`config.mk`:
```
export PLATFORM = sky130hd
export DESIGN_NAME = hazard_tracker
export DESIGN_NICKNAME = d
export VERILOG_FILES = /design/src/rtl/hazard_tracker.sv
export SDC_FILE = /design/constraint.sdc
export NUM_CORES = 1
export LEC_CHECK = 0
export BUFFER_PORTS_ARGS = -buffer_cell sky130_fd_sc_hd__buf_2
export CAP_MARGIN = 5
export CORE_AREA = 3 3 68 70
export CTS_CLUSTER_DIAMETER = 120
export DETAILED_ROUTE_END_ITERATION = 12
export DIE_AREA = 0 0 71 73
export GPL_ROUTABILITY_DRIVEN = 0
export GPL_TIMING_DRIVEN = 0
export PLACE_DENSITY = 0.69
export SYNTH_ARGS = -nofsm -noshare
export SYNTH_HDL_FRONTEND = slang
export SYNTH_SLANG_ARGS = --single-unit
```
`constraint.sdc`:
```
create_clock -name clk -period 2.8 [get_ports clk]
set_clock_uncertainty 0.2 [all_clocks]
set_input_delay 0.14 -clock clk [delete_from_list [all_inputs] [get_ports clk]]
set_output_delay 0.14 -clock clk [all_outputs]
set_load 0.01 [all_outputs]
```
`src/rtl/hazard_tracker.sv`:
```
// hazard_tracker: resolves ID source operands to a bypass stage or the register file; requests load-use stalls.
// Latency: stall is combinational in ID; ex_fwd_sel is registered and valid for the whole EX cycle of its instruction.
// Backpressure: stall holds PC and IF/ID and bubbles EX; hold freezes all state; flush kills ID and EX.
//
// Ports:
//   clk, rst_n          clock, synchronous active-low reset
//   hold, flush         pipeline freeze / branch redirect kill of ID and EX
//   id_valid, id_rs, id_rs_used, id_rd, id_we, id_lat
//                       instruction in ID: sources, destination, result latency
//   stall               combinational stall request
//   ex_fwd_sel          per-operand bypass select for EX (0 = register file, k = stage k)
//   stall_count         saturating count of stall cycles
module hazard_tracker #(
  parameter int DEPTH   = 3,
  parameter int NUM_SRC = 2,
  parameter int LAT_W   = 2,
  parameter int SEL_W   = $clog2(DEPTH)
) (
  input  logic                     clk,
  input  logic                     rst_n,
  input  logic                     hold,
  input  logic                     flush,
  input  logic                     id_valid,
  input  logic [NUM_SRC*5-1:0]     id_rs,
  input  logic [NUM_SRC-1:0]       id_rs_used,
  input  logic [4:0]               id_rd,
  input  logic                     id_we,
  input  logic [LAT_W-1:0]         id_lat,
  output logic                     stall,
  output logic [NUM_SRC*SEL_W-1:0] ex_fwd_sel,
  output logic [15:0]              stall_count
);

  // Scoreboard, stage 0 = EX ... stage DEPTH-1 = WB. Latency is kept SEL_W wide:
  // after clamping it never exceeds DEPTH-1, which always fits.
  logic [DEPTH-1:0]            sb_valid;
  logic [DEPTH-1:0][4:0]       sb_rd;
  logic [DEPTH-1:0][SEL_W-1:0] sb_lat;

  logic [DEPTH-1:0]         shifted_valid;
  logic [NUM_SRC*SEL_W-1:0] res_sel;
  logic [NUM_SRC-1:0]       not_ready;
  logic                     id_alloc;
  logic [SEL_W-1:0]         id_lat_eff;

  assign id_alloc      = id_we && (id_rd != 5'd0);
  assign id_lat_eff    = ((id_lat == '0) || (32'(id_lat) >= DEPTH)) ? SEL_W'(DEPTH - 1) : SEL_W'(id_lat);
  assign shifted_valid = {sb_valid[DEPTH-2:0], 1'b0};

  // Walk from oldest to youngest so the youngest matching producer is the
  // last one written and therefore wins.
  always_comb begin
    res_sel   = '0;
    not_ready = '0;
    for (int i = 0; i < NUM_SRC; i++) begin
      for (int s = DEPTH - 1; s >= 0; s--) begin
        if (id_valid && id_rs_used[i] && sb_valid[s] &&
            (id_rs[5*i +: 5] != 5'd0) && (sb_rd[s] == id_rs[5*i +: 5])) begin
          if (s == DEPTH - 1) begin
            // Producer is in WB now and will have written the register file
            // by the time the consumer is in EX.
            res_sel[i*SEL_W +: SEL_W] = '0;
            not_ready[i]              = 1'b0;
          end else if ((s + 1) >= int'(sb_lat[s])) begin
            res_sel[i*SEL_W +: SEL_W] = SEL_W'(s + 1);
            not_ready[i]              = 1'b0;
          end else begin
            res_sel[i*SEL_W +: SEL_W] = '0;
            not_ready[i]              = 1'b1;
          end
        end
      end
    end
  end

  assign stall = id_valid && (|not_ready) && !flush;

  // rd/lat always shift in the ID values; only the valid bit decides whether
  // stage 0 holds a real writer or a bubble.
  always_ff @(posedge clk) begin
    if (!rst_n) begin
      sb_valid    <= '0;
      sb_rd       <= '0;
      sb_lat      <= '0;
      ex_fwd_sel  <= '0;
      stall_count <= '0;
    end else if (flush) begin
      // Old stage 0 (instruction in EX) is killed as it moves to stage 1.
      sb_valid   <= shifted_valid & ~DEPTH'(2);
      sb_rd      <= {sb_rd[DEPTH-2:0], id_rd};
      sb_lat     <= {sb_lat[DEPTH-2:0], id_lat_eff};
      ex_fwd_sel <= '0;
    end else if (!hold) begin
      sb_rd  <= {sb_rd[DEPTH-2:0], id_rd};
      sb_lat <= {sb_lat[DEPTH-2:0], id_lat_eff};
      if (stall) begin
        sb_valid   <= shifted_valid;
        ex_fwd_sel <= '0;
        if (stall_count != 16'hFFFF) begin
          stall_count <= stall_count + 16'd1;
        end
      end else begin
        sb_valid   <= {sb_valid[DEPTH-2:0], id_valid && id_alloc};
        ex_fwd_sel <= id_valid ? res_sel : '0;
      end
    end
  end

endmodule

```
After elaboration in Yosys (flattened, before gate mapping)
Index checks and enable logic that the tools add are counted.
{"block": "totals", "regBits": 36, "input_bits": 25, "output_inout_bits": 21}
{"block": "classes", "addsub": 1, "order_cmp": 3, "eq_ne": 6, "mux": 20, "bitwise": 3, "reduce_logical": 27}
{"cell": "== test 5 bit", "count": 4}
{"cell": "2-to-1 mux 10 bit", "count": 2}
{"cell": "logical AND 1 bit", "count": 18}
{"cell": "adder 16 x 1 -> 16 bit, second input constant", "count": 1}
{"cell": "2-to-1 mux 4 bit", "count": 4}
{"cell": "inequality test 16 bit, second input constant", "count": 1}
{"cell": "nonzero test 5 bit", "count": 3}
{"cell": "2-to-1 mux 2 bit", "count": 6}
{"cell": "2-to-1 mux 1 bit", "count": 8}
{"cell": "AND reduction 4 bit", "count": 1}
{"cell": "OR reduction 2 bit", "count": 2}
{"cell": "inverter 1 bit", "count": 3}
{"cell": "greater-or-equal comparator 1 x 2 -> 1 bit, first input constant", "count": 1}
{"cell": "greater-or-equal comparator 2 bit, first input constant", "count": 1}
{"cell": "greater-or-equal comparator 2 bit, second input constant", "count": 1}
{"cell": "logical NOT 2 bit", "count": 1}
{"cell": "inequality test 2 x 1 -> 1 bit, second input constant", "count": 1}
{"cell": "logical NOT 1 bit", "count": 1}
{"cell": "logical OR 1 bit", "count": 1}

Longest topological paths before layout
Gate-level depths: netlist (run 1).
{"block": "depth", "depth_word": 10, "depth_mapped": 11, "depth_no_buf": 8}

Worst setup path before layout (run 1)
Ideal clock, no wire load.
{"block": "synth_path", "path_type": "register to register", "start": "register stall_count[0]", "end": "register stall_count[15]", "setup_time_ns": 0.071, "arrival_time_ns": 2.144, "setup_slack_ns": 0.385, "stages_incl_launch_ff": 11, "n_path_buf": 2, "period_less_slack_ns": 2.415, "path_cell_list": "dfxtp_1 > ha_1 > and2_1 > clkbuf_1 > nand3_1 > o21ai_0 > or2_2 > o22a_1 > buf_6 > or4_1 > a21oi_1"}
{"block": "synth_via", "elab_chain_len": 2}
{"item": "start, declared", "line_no": "31", "rtl": "output logic [15:0] stall_count"}
{"item": "start signal, assigned", "line_no": "100", "rtl": "stall_count <= stall_count + 16'd1;"}
{"item": "branches (longest 2 deep; another with adder 16 x 1 -> 16 bit)"}
Several ways; the timed one is not identified.
A chain may end at the register's enable or synchronous reset.

Worst setup path in the final report (run 1)
{"block": "layout_path", "start": "register sb_rd[0] in the netlist's numbering", "end": "register sb_valid[0]"}
{"block": "layout_via", "elab_chain_len": 7}
{"item": "start, declared", "line_no": "37", "rtl": "logic [DEPTH-1:0][4:0] sb_rd;"}
{"item": "start signal, assigned", "line_no": "90", "rtl": "sb_rd <= {sb_rd[DEPTH-2:0], id_rd};"}
{"item": "start signal, assigned", "line_no": "94", "rtl": "sb_rd <= {sb_rd[DEPTH-2:0], id_rd};"}
{"item": "== test 5 bit", "line_no": "58", "rtl": "(id_rs[5*i +: 5] != 5'd0) && (sb_rd[s] == id_rs[5*i +: 5])) begin"}
{"item": "logical AND 1 bit", "line_no": "58"}
{"item": "2-to-1 mux 1 bit", "line_no": "57", "rtl": "if (id_valid && id_rs_used[i] && sb_valid[s] &&"}
{"item": "OR reduction 2 bit *", "line_no": "76", "rtl": "assign stall = id_valid && (|not_ready) && !flush;"}
{"item": "logical AND 1 bit * (2 in a row)", "line_no": "76"}
{"item": "2-to-1 mux 1 bit *", "line_no": "96", "rtl": "if (stall) begin"}
{"item": "end signal, assigned", "line_no": "89", "rtl": "sb_valid <= shifted_valid & ~DEPTH'(2);"}
{"item": "end signal, assigned", "line_no": "97", "rtl": "sb_valid <= shifted_valid;"}
{"item": "end signal, assigned", "line_no": "103", "rtl": "sb_valid <= {sb_valid[DEPTH-2:0], id_valid && id_alloc};"}
{"item": "end, declared", "line_no": "36", "rtl": "logic [DEPTH-1:0] sb_valid;"}
Mark *: on every way between the ends. The rest lies on a longest branch, timed or not.

==> flow_metrics.env, run 1 <==
export IMPL_status="completed"
export IMPL_portBuffers=45
export IMPL_crit_chain="xnor2_1 -> nand4_1 -> nor3_2 -> o22a_1 -> nor2_1 -> o41ai_1 -> dlygate4sd3_1"
export IMPL_worst_setup_path_type="reg2reg"
export IMPL_synth_edf_count=0
export IMPL_critPathMaxFanout=5
export IMPL_mostFrequentLayoutCells="buf_2, dfxtp_1, nand2_1"
export IMPL_r2r_cells=7
export IMPL_worstSkewPairLatency_ps=280
export IMPL_fin_crit_sh_pct=92.4
export IMPL_wl_per_cell_um=13.8
export IMPL_fmax_ghz=0.387
export IMPL_cp_end_kind="flip-flop"
export IMPL_antenna_cells=0
export IMPL_required_ps=2820
export IMPL_syn_area_um2=1840
export IMPL_slowest_delay_ps=620
export IMPL_final_layout_size_suffix_gt1_share_pct=20.1
export IMPL_clkSinkCount=36
export IMPL_peakVddDrop_v=0.000334
export IMPL_area_growth_pct=27.2
export IMPL_dr_total_vias=1849
export IMPL_core_area_um2=4030
export IMPL_grt_first_pass_wirelength_um=7490
export IMPL_clk_path_buf_depth=2
export IMPL_critPathLaunchType="flip-flop"
export IMPL_nets=314
export IMPL_grt_max_degree=11
export IMPL_drv_cap=0
export IMPL_cts_max_level=2
export IMPL_avgSynthCellArea_um2=8.16
export IMPL_cts_tree="done"
export IMPL_cts_clk_slew_worst_paths_ps=70
export IMPL_drt_pass1_iterations=4
export IMPL_ant_nets=0
export IMPL_finalPower_w=0.00102
export IMPL_synthCells=225
export IMPL_dieArea_um2=5180
export IMPL_boundaryPins=46
export IMPL_viasPerCell=5.45
export IMPL_die_h_um=73
export IMPL_tns_ps=0
export IMPL_dpl_hpwl_um=3390
export IMPL_arrival_ps=2610
export IMPL_ys_seq_area_share_pct=39.3
export IMPL_num_rows=23
export IMPL_final_common_cell="buf_2"
export IMPL_synthFlopType="dfxtp_1"
export IMPL_holdPathEnd="sb_valid[1]$_SDFFE_PP0N_"
export IMPL_antenna_found_initial=0
export IMPL_drv_slew=0
export IMPL_ys_async_sr_fraction_pct=0
export IMPL_crit_slowest_cell="dlygate4sd3_1"
export IMPL_r2r_start="sb_rd[0]$_SDFFE_PN0P_"
export IMPL_hold_path_cell_count=3
export IMPL_placed_cells=320
export IMPL_path_delay_family="buffers and inverters"
export IMPL_start_util_pct=45.6
export IMPL_grt_ovfl_total=0
export IMPL_p_per_area_nw_per_um2=438
export IMPL_yosysUniqueCellTypes=37
export IMPL_synth_fp_nets=251
export IMPL_min_period_ps=2590
export IMPL_numCtsBuffers=5
export IMPL_power_leakage_nw=0.873
export IMPL_regToRegSetupSlack_ps=210
export IMPL_synth_warnings=0
export IMPL_hold_violations=0
export IMPL_setup_viol=0
export IMPL_relSlewSlack_pct=65.5
export IMPL_min_path_type="in2reg"
export IMPL_rsz0062_at_grt="false"
export IMPL_drcViolationCount=0
export IMPL_drt_wl_total_um=4680
export IMPL_tightest_slew_ps=517
export IMPL_yosys_register_bits=36
export IMPL_grt_pass1_vias=1639
export IMPL_r2r_end="sb_valid[0]$_SDFFE_PP0N_"
export IMPL_cts_root_buf="clkbuf_8"
export IMPL_min_from="flush"
export IMPL_first_iter_violations=144
export IMPL_layout_cells_non_filler=339
export IMPL_grtUsageTotal_pct=17.9
export IMPL_fillCellCount=401
export IMPL_cp_num_buf_inv=1
export IMPL_die_w_um=71
## how the worst max path moves through the flow
stage | startpoint | endpoint | cells after the start
after global routing | sb_rd[4]$_SDFFE_PN0P_ | sb_valid[0]$_SDFFE_PP0N_ | 7
after global placement | id_rs[5] | stall_count[1]$_SDFFE_PN0P_ | 10
after CTS | sb_rd[4]$_SDFFE_PN0P_ | stall_count[15]$_SDFFE_PN0P_ | 8
after detailed placement | id_rs[5] | stall_count[1]$_SDFFE_PN0P_ | 10
after floorplan | stall_count[0]$_SDFFE_PN0P_ | stall_count[15]$_SDFFE_PN0P_ | 10
final | sb_rd[0]$_SDFFE_PN0P_ | sb_valid[0]$_SDFFE_PP0N_ | 7
## cell usage after synthesis (3+ instances only)
library cell  count  area, um2
nand4_1           8       50.1
nand3_1           7       35.0
nand2b_1          3       18.8
and3_1            5       31.3
or3_1            10       62.6
nor2_1            8       30.0
dfxtp_1          36        721
a21oi_1          28        140
xnor2_1          20        175
clkbuf_1          9       33.8
o21ai_0          12       60.1
o31ai_1           6       45.0
nand2_1          34        128
or4_1             9       67.6
## per-layer routing
layer	vias up	track usage, %	part of all wire [%]
met3	6	4.41	5.3
li1	940	-	-
met2	49	28.4	46
met1	854	24.3	48
met5	-	0	0
met4	0	5.01	0.77
## power breakdown
group	leakage [nW]	switching (W)	internal, W
Combinational	0.535	0.0000533	0.0000543
Clock	0.0455	0.000178	0.000201
Sequential	0.292	0.0000140	0.000523
Total	0.873	0.000245	0.000778
## worst reg2reg max path, cell delays in order, from the launching register on
cell           delay (ps)
dfxtp_1               430
xnor2_1               150
nand4_1               160
nor3_2                310
o22a_1                220
nor2_1                 60
o41ai_1               370
dlygate4sd3_1         620
## stage by stage
stage	util [%]	instance area, um2	setup WS [ps]	hold WS (ps)
2_1_floorplan	-	1840	385	75.5
3_5_place_dp	52.7	2120	126	199
5_1_grt	58.0	2330	50.5	139
4_1_cts	57.9	2330	90.7	108
3_3_place_gp	52.7	2120	116	199
6_report	58.0	2330	213	101
## logic make-up after synthesis
logic type	share of synthesized area [%]
AND/OR/NAND/NOR	26.6
adder cells (fa/ha/maj)	0.682
multiplexers	1.09
buffers and inverters	3.68
flip-flops	39.3
XOR/XNOR	10.0
AO/OA/AOI/OAI	18.7
## repair_timing
item                                    in CTS  in global routing
endpoints found under the setup margin       0                 17
gates resized for setup                      0                  1
hold buffers                                12                  0
setup buffers                                0                  0
endpoints found under the hold margin       11                  0
## area by class of cell
type / count / area [um2] / area share [%]
Buffer: 11 / 56.3 / 2.41
Clock buffer: 8 / 90.1 / 3.86
Tap cell: 50 / 62.6 / 2.68
Timing Repair Buffer: 57 / 345 / 14.8
Multi-Input combinational cell: 175 / 1050 / 45.1
Sequential cell: 36 / 721 / 30.9
Inverter: 2 / 7.51 / 0.322
## sequential cells by signal (all words and copies together) (netlist names)
register and cells:
stall_count 16, ex_fwd_sel 4, sb_rd 10, sb_lat 4
sb_valid 2
(Power assumes the default switching activity.)
==> run 2: changes to the inputs <==
--- a/config.mk
+++ b/config.mk
@@ -7,13 +7,14 @@
 export LEC_CHECK = 0
 export BUFFER_PORTS_ARGS = -buffer_cell sky130_fd_sc_hd__buf_2
 export CAP_MARGIN = 5
-export CORE_AREA = 3 3 68 70
+export CORE_AREA = 4 4 69 71
 export CTS_CLUSTER_DIAMETER = 120
 export DETAILED_ROUTE_END_ITERATION = 12
-export DIE_AREA = 0 0 71 73
+export DIE_AREA = 0 0 73 75
 export GPL_ROUTABILITY_DRIVEN = 0
 export GPL_TIMING_DRIVEN = 0
 export PLACE_DENSITY = 0.69
 export SYNTH_ARGS = -nofsm -noshare
 export SYNTH_HDL_FRONTEND = slang
 export SYNTH_SLANG_ARGS = --single-unit
+export TNS_END_PERCENT = 5
==> run 2 against run 1 <==
Against the previous run:
- cell count is 0.29% higher
- fmax is 0.79% higher
- clock power is 2% higher
- wire length grew 0.38%
- largest cell class unchanged
==> flow_metrics.env, run 2 (same netlist as run 1, synthesis figures left out) <==
export IMPL_status="completed"
export IMPL_clk_path_buf_depth=2
export IMPL_clkSinkCount=36
export IMPL_seqPwrFrac_pct=52.3
export IMPL_finish_utilization_pct=55.1
export IMPL_final_common_cell="buf_2"
export IMPL_cts_clk_slew_worst_paths_ps=70
export IMPL_mostFrequentLayoutCells="buf_2, dfxtp_1, nand2_1"
export IMPL_nets=313
export IMPL_cts_tree="done"
export IMPL_die_h_um=75
export IMPL_met2_usage_pct=31.9
export IMPL_regToRegSetupSlack_ps=230
export IMPL_area_growth_pct=27.0
export IMPL_fin_crit_sh_pct=91.7
export IMPL_die_w_um=73
export IMPL_cts_max_level=2
export IMPL_fmax_ghz=0.390
export IMPL_num_rows=24
export IMPL_ant_nets=0
export IMPL_numCtsBuffers=5
export IMPL_drv_cap=0
export IMPL_antenna_cells=0
export IMPL_p_per_area_nw_per_um2=440
export IMPL_grt_ovfl_total=0
export IMPL_p_clk_share_pct=37.5
export IMPL_tightest_slew_ps=521
export IMPL_grtUsageTotal_pct=18.4
export IMPL_grt_max_degree=12
export IMPL_power_leakage_nw=0.875
export IMPL_crit_chain="and3_1 -> clkbuf_1 -> nand4_1 -> o21ai_0 -> or2_2 -> o22a_1 -> buf_4 -> buf_4 -> mux2i_1 -> nor2_1"
export IMPL_hold_violations=0
export IMPL_top_regs="stall_count: 16 flops, sb_rd: 10 flops"
export IMPL_comb_power_share_pct=10.3
export IMPL_setup_viol=0
export IMPL_cp_end_kind="flip-flop"
export IMPL_worstSkewPairLatency_ps=290
export IMPL_boundaryPins=46
export IMPL_critPathLaunchType="flip-flop"
export IMPL_drcViolationCount=0
export IMPL_largest_reg_flops=16
export IMPL_core_area_um2=4230
export IMPL_critPathMaxFanout=10
export IMPL_required_ps=2760
export IMPL_dieArea_um2=5480
export IMPL_dpl_hpwl_um=3470
export IMPL_regMostFlops="stall_count"
export IMPL_relSlewSlack_pct=65.3
export IMPL_peakVddDrop_v=0.000189
export IMPL_wl_per_cell_um=13.8
export IMPL_tns_ps=0
export IMPL_slowest_delay_ps=410
export IMPL_postCtsSetupRepairBufs=0
export IMPL_portBuffers=45
export IMPL_use_met3_pct=4.81
export IMPL_arrival_ps=2530
export IMPL_final_layout_size_suffix_gt1_share_pct=21.2
export IMPL_grt_busiest_layer="met2"
export IMPL_rsz0062_at_grt="false"
export IMPL_crit_slowest_cell="dfxtp_1"
export IMPL_sw_frac_of_total_pct=24.7
export IMPL_drv_slew=0
export IMPL_first_iter_violations=65
export IMPL_drt_pass1_iterations=4
export IMPL_worst_setup_path_type="reg2reg"
export IMPL_dr_total_vias=1865
export IMPL_grt_first_pass_wirelength_um=7890
export IMPL_start_util_pct=43.4
export IMPL_drt_wl_total_um=4700
export IMPL_grt_pass1_vias=1800
export IMPL_cts_root_buf="clkbuf_8"
export IMPL_min_period_ps=2570
export IMPL_min_path_type="in2reg"
export IMPL_grtUsageMet1_pct=22.1
export IMPL_p_int_w=0.000773
export IMPL_switchingPower_w=0.000253
export IMPL_antenna_found_initial=0
export IMPL_crit_path_frequent_cell="buf_4"
export IMPL_viasPerCell=5.49
## run 2: layout make-up
type	instances	area [um2]
tap	52	65.1
buffer	11	56.3
clock buffer	6	82.6
timing repair buffer	56	335
inverter	2	7.51
fill	414	1900
multi-input combinational	175	1050
sequential	36	721
clock inverter	2	10.0
## run 2: critical path: cells and delay by family, from the launching register on
family,cells,cell delay [ps]
buf+inv,3,580
mux,1,220
simple gates,4,570
compound gates,2,450
flops,1,410
## run 2: layer usage
layer	share of wire, %	routed length (um)
met1	44	2070
met2	48	2250
met3	5.9	277
met4	2.1	97
met5	0	0
## run 2: final timing paths
check | start | to | depth (start not counted)
hold / removal | flush | ex_fwd_sel[3]$_SDFFE_PP0N_ | 3
setup reg to reg | stall_count[3]$_SDFFE_PN0P_ | stall_count[1]$_SDFFE_PN0P_ | 10
hold reg to reg | sb_lat[0]$_SDFFE_PN0P_ | sb_lat[2]$_SDFFE_PN0P_ | 2
setup / recovery | stall_count[3]$_SDFFE_PN0P_ | stall_count[1]$_SDFFE_PN0P_ | 10
## run 2: power by group through the flow
stage               registers [W]  logic (W)  clock network (W)
finish                   0.000536   0.000105           0.000384
floorplan                0.000545  0.0000562                  0
global route             0.000538   0.000118           0.000417
CTS                      0.000536   0.000106           0.000397
detailed placement       0.000548  0.0000943                  0
global placement         0.000548  0.0000933                  0
## run 2: through the flow
stage	power (W)	worst slack, ps	std cells	hold WS, ps	cell area (um2)
3_5_place_dp	0.000643	145	322	203	2130
6_report	0.00103	234	340	99.9	2330
3_3_place_gp	0.000641	128	322	200	2130
5_1_grt	0.00107	5.90	340	159	2330
2_1_floorplan	0.000601	385	225	75.5	1840
4_1_cts	0.00104	97.3	341	90.9	2330
## run 2: timing repair
| action | in CTS | in global routing |
|---|---|---|
| hold endpoints to repair | 13 | 0 |
| endpoints found under the setup margin | 0 | 17 |
| hold buffers | 11 | 0 |
| gates resized for setup | 0 | 2 |
==> run 3: changes to the inputs <==
--- a/config.mk
+++ b/config.mk
@@ -7,13 +7,13 @@
 export LEC_CHECK = 0
 export BUFFER_PORTS_ARGS = -buffer_cell sky130_fd_sc_hd__buf_2
 export CAP_MARGIN = 5
-export CORE_AREA = 4 4 69 71
+export CORE_AREA = 2 2 63 65
 export CTS_CLUSTER_DIAMETER = 120
 export DETAILED_ROUTE_END_ITERATION = 12
-export DIE_AREA = 0 0 73 75
+export DIE_AREA = 0 0 65 67
 export GPL_ROUTABILITY_DRIVEN = 0
 export GPL_TIMING_DRIVEN = 0
-export PLACE_DENSITY = 0.69
+export PLACE_DENSITY = 0.77
 export SYNTH_ARGS = -nofsm -noshare
 export SYNTH_HDL_FRONTEND = slang
 export SYNTH_SLANG_ARGS = --single-unit
==> run 3 against run 2 <==
Against the previous run:
- via count up 0.32%
- cell count down 1.2%
- largest cell class unchanged
- worst setup slack better by 19 ps
- critical path type unchanged
- largest power group unchanged
==> flow_metrics.env, run 3 (same netlist as run 1, synthesis figures left out) <==
export IMPL_place_area_um2=2120
export IMPL_tns_ps=0
export IMPL_antenna_found_initial=0
export IMPL_top_regs="stall_count: 16 flops, sb_rd: 10 flops"
export IMPL_num_rows=22
export IMPL_boundaryPins=46
export IMPL_worstSkewPairLatency_ps=290
export IMPL_peakVddDrop_v=0.000354
export IMPL_r2r_cells=7
export IMPL_numCtsBuffers=5
export IMPL_min_from="flush"
export IMPL_cp_end_kind="flip-flop"
export IMPL_critPathMaxFanout=5
export IMPL_ff_latch_area_um2=721
export IMPL_grt_ovfl_total=0
export IMPL_core_area_um2=3610
export IMPL_relSlewSlack_pct=68.3
export IMPL_cts_tree="done"
export IMPL_multi_input_comb_area_um2=1050
export IMPL_seqPwrFrac_pct=48.8
export IMPL_postCtsSetupRepairBufs=0
export IMPL_ant_nets=0
export IMPL_area_growth_pct=27.5
export IMPL_die_w_um=65
export IMPL_holdWs_ps=83.2
export IMPL_p_per_area_nw_per_um2=469
export IMPL_regMostFlops="stall_count"
export IMPL_fmax_ghz=0.393
export IMPL_power_leakage_nw=0.878
export IMPL_dr_total_vias=1871
export IMPL_met2_usage_pct=40.6
export IMPL_antenna_cells=0
export IMPL_start_util_pct=50.9
export IMPL_rsz0062_at_grt="false"
export IMPL_portBuffers=45
export IMPL_final_common_cell="buf_2"
export IMPL_min_period_ps=2550
export IMPL_mostFrequentLayoutCells="buf_2, dfxtp_1, nand2_1"
export IMPL_die_h_um=67
export IMPL_cts_root_buf="clkbuf_8"
export IMPL_drt_wl_total_um=4460
export IMPL_holdPathEnd="ex_fwd_sel[3]$_SDFFE_PP0N_"
export IMPL_drv_cap=0
export IMPL_hold_violations=0
export IMPL_wl_per_cell_um=13.3
export IMPL_largest_reg_flops=16
export IMPL_min_path_type="in2reg"
export IMPL_setup_viol=0
export IMPL_nets=313
export IMPL_grt_busiest_layer="met2"
export IMPL_grt_first_pass_wirelength_um=7480
export IMPL_sw_frac_of_total_pct=23.4
export IMPL_r2r_start="sb_rd[0]$_SDFFE_PN0P_"
export IMPL_hold_path_cell_count=3
export IMPL_p_clk_share_pct=41.5
export IMPL_first_iter_violations=70
export IMPL_dpl_hpwl_um=3260
export IMPL_final_layout_size_suffix_gt1_share_pct=20.5
export IMPL_cts_clk_slew_worst_paths_ps=80
export IMPL_switchingPower_w=0.000257
export IMPL_viasPerCell=5.57
export IMPL_clk_path_buf_depth=2
export IMPL_critPathLaunchType="flip-flop"
export IMPL_grt_max_degree=12
export IMPL_dieArea_um2=4360
export IMPL_drv_slew=0
export IMPL_dp_worst_setup_slack_ps=140
export IMPL_p_int_w=0.000841
export IMPL_grtUsageMet1_pct=25.8
export IMPL_fillCellCount=331
export IMPL_fin_crit_sh_pct=91.0
export IMPL_r2r_end="sb_valid[0]$_SDFFE_PP0N_"
export IMPL_worst_setup_path_type="reg2reg"
export IMPL_cts_max_level=2
export IMPL_final_cell_area_um2=2340
export IMPL_use_met3_pct=4.56
export IMPL_grtUsageTotal_pct=22.3
export IMPL_arrival_ps=2580
export IMPL_grt_pass1_vias=1707
export IMPL_comb_power_share_pct=9.7
export IMPL_setup_ws_ps=253
export IMPL_tightest_slew_ps=475
export IMPL_drcViolationCount=0
export IMPL_required_ps=2840
export IMPL_finalPower_w=0.00110
export IMPL_regToRegSetupSlack_ps=250
export IMPL_status="completed"
export IMPL_drt_pass1_iterations=4
export IMPL_clkSinkCount=36
## run 3: cell count changes in the layout (fill, tap and decap cells not counted), sizes merged
| cell | change |
|---|---|
| clkinv | -1 |
| bufinv | +1 |
## run 3: power groups by stage
stage	logic, W	registers (W)	clock network, W
2_1_floorplan	0.0000562	0.000545	0
3_3_place_gp	0.0000928	0.000548	0
3_5_place_dp	0.0000943	0.000548	0
4_1_cts	0.000106	0.000536	0.000467
5_1_grt	0.000118	0.000538	0.000488
6_report	0.000106	0.000536	0.000456
## run 3: through the flow
step           cells  util [%]
2_1_floorplan    225         -
3_3_place_gp     318      58.8
3_5_place_dp     318      58.8
4_1_cts          337      64.9
5_1_grt          336      64.9
6_report         336      64.9
## run 3: how the worst max path moves through the flow
| stage | startpoint | endpoint | slack (ps) | cells after the start |
|---|---|---|---|---|
| after detailed placement | id_rs[5] | stall_count[1]$_SDFFE_PN0P_ | 140 | 10 |
| after global routing | stall_count[3]$_SDFFE_PN0P_ | stall_count[1]$_SDFFE_PN0P_ | 30 | 10 |
| final | sb_rd[0]$_SDFFE_PN0P_ | sb_valid[0]$_SDFFE_PP0N_ | 250 | 7 |
| after global placement | id_rs[5] | stall_count[1]$_SDFFE_PN0P_ | 130 | 10 |
| after CTS | sb_rd[4]$_SDFFE_PN0P_ | stall_count[5]$_SDFFE_PN0P_ | 140 | 8 |
| after floorplan | stall_count[0]$_SDFFE_PN0P_ | stall_count[15]$_SDFFE_PN0P_ | 390 | 10 |
## run 3: layer usage
metal	part of all wire (%)	up-vias	wire, um
li1	-	941	-
met1	44	863	1960
met2	49	61	2190
met3	5.7	6	255
met4	1.3	0	57
met5	0	-	0
## run 3: worst max-delay path, cell delays in order, from the launching register on
cell and delay [ps]:
dfxtp_1 430, xnor2_1 150, nand4_1 130, nor3_2 320, o22a_1 250, nor2_1 70
o41ai_1 350, dlygate4sd3_1 610
## run 3: area by class of cell
type                            count  share of cell area [%]
Timing Repair Buffer               56                    14.3
Clock inverter                      2                    1.50
Sequential cell                    36                    30.8
Inverter                            2                   0.321
Buffer                             11                    2.41
Tap cell                           48                    2.57
Clock buffer                        6                    3.10
Multi-Input combinational cell    175                    45.0
## run 3: what timing repair did
item | in CTS | in global routing
endpoints found under the setup margin | 0 | 11
hold endpoints to repair | 12 | 0
resized for setup | 0 | 1
hold buffers | 11 | 0
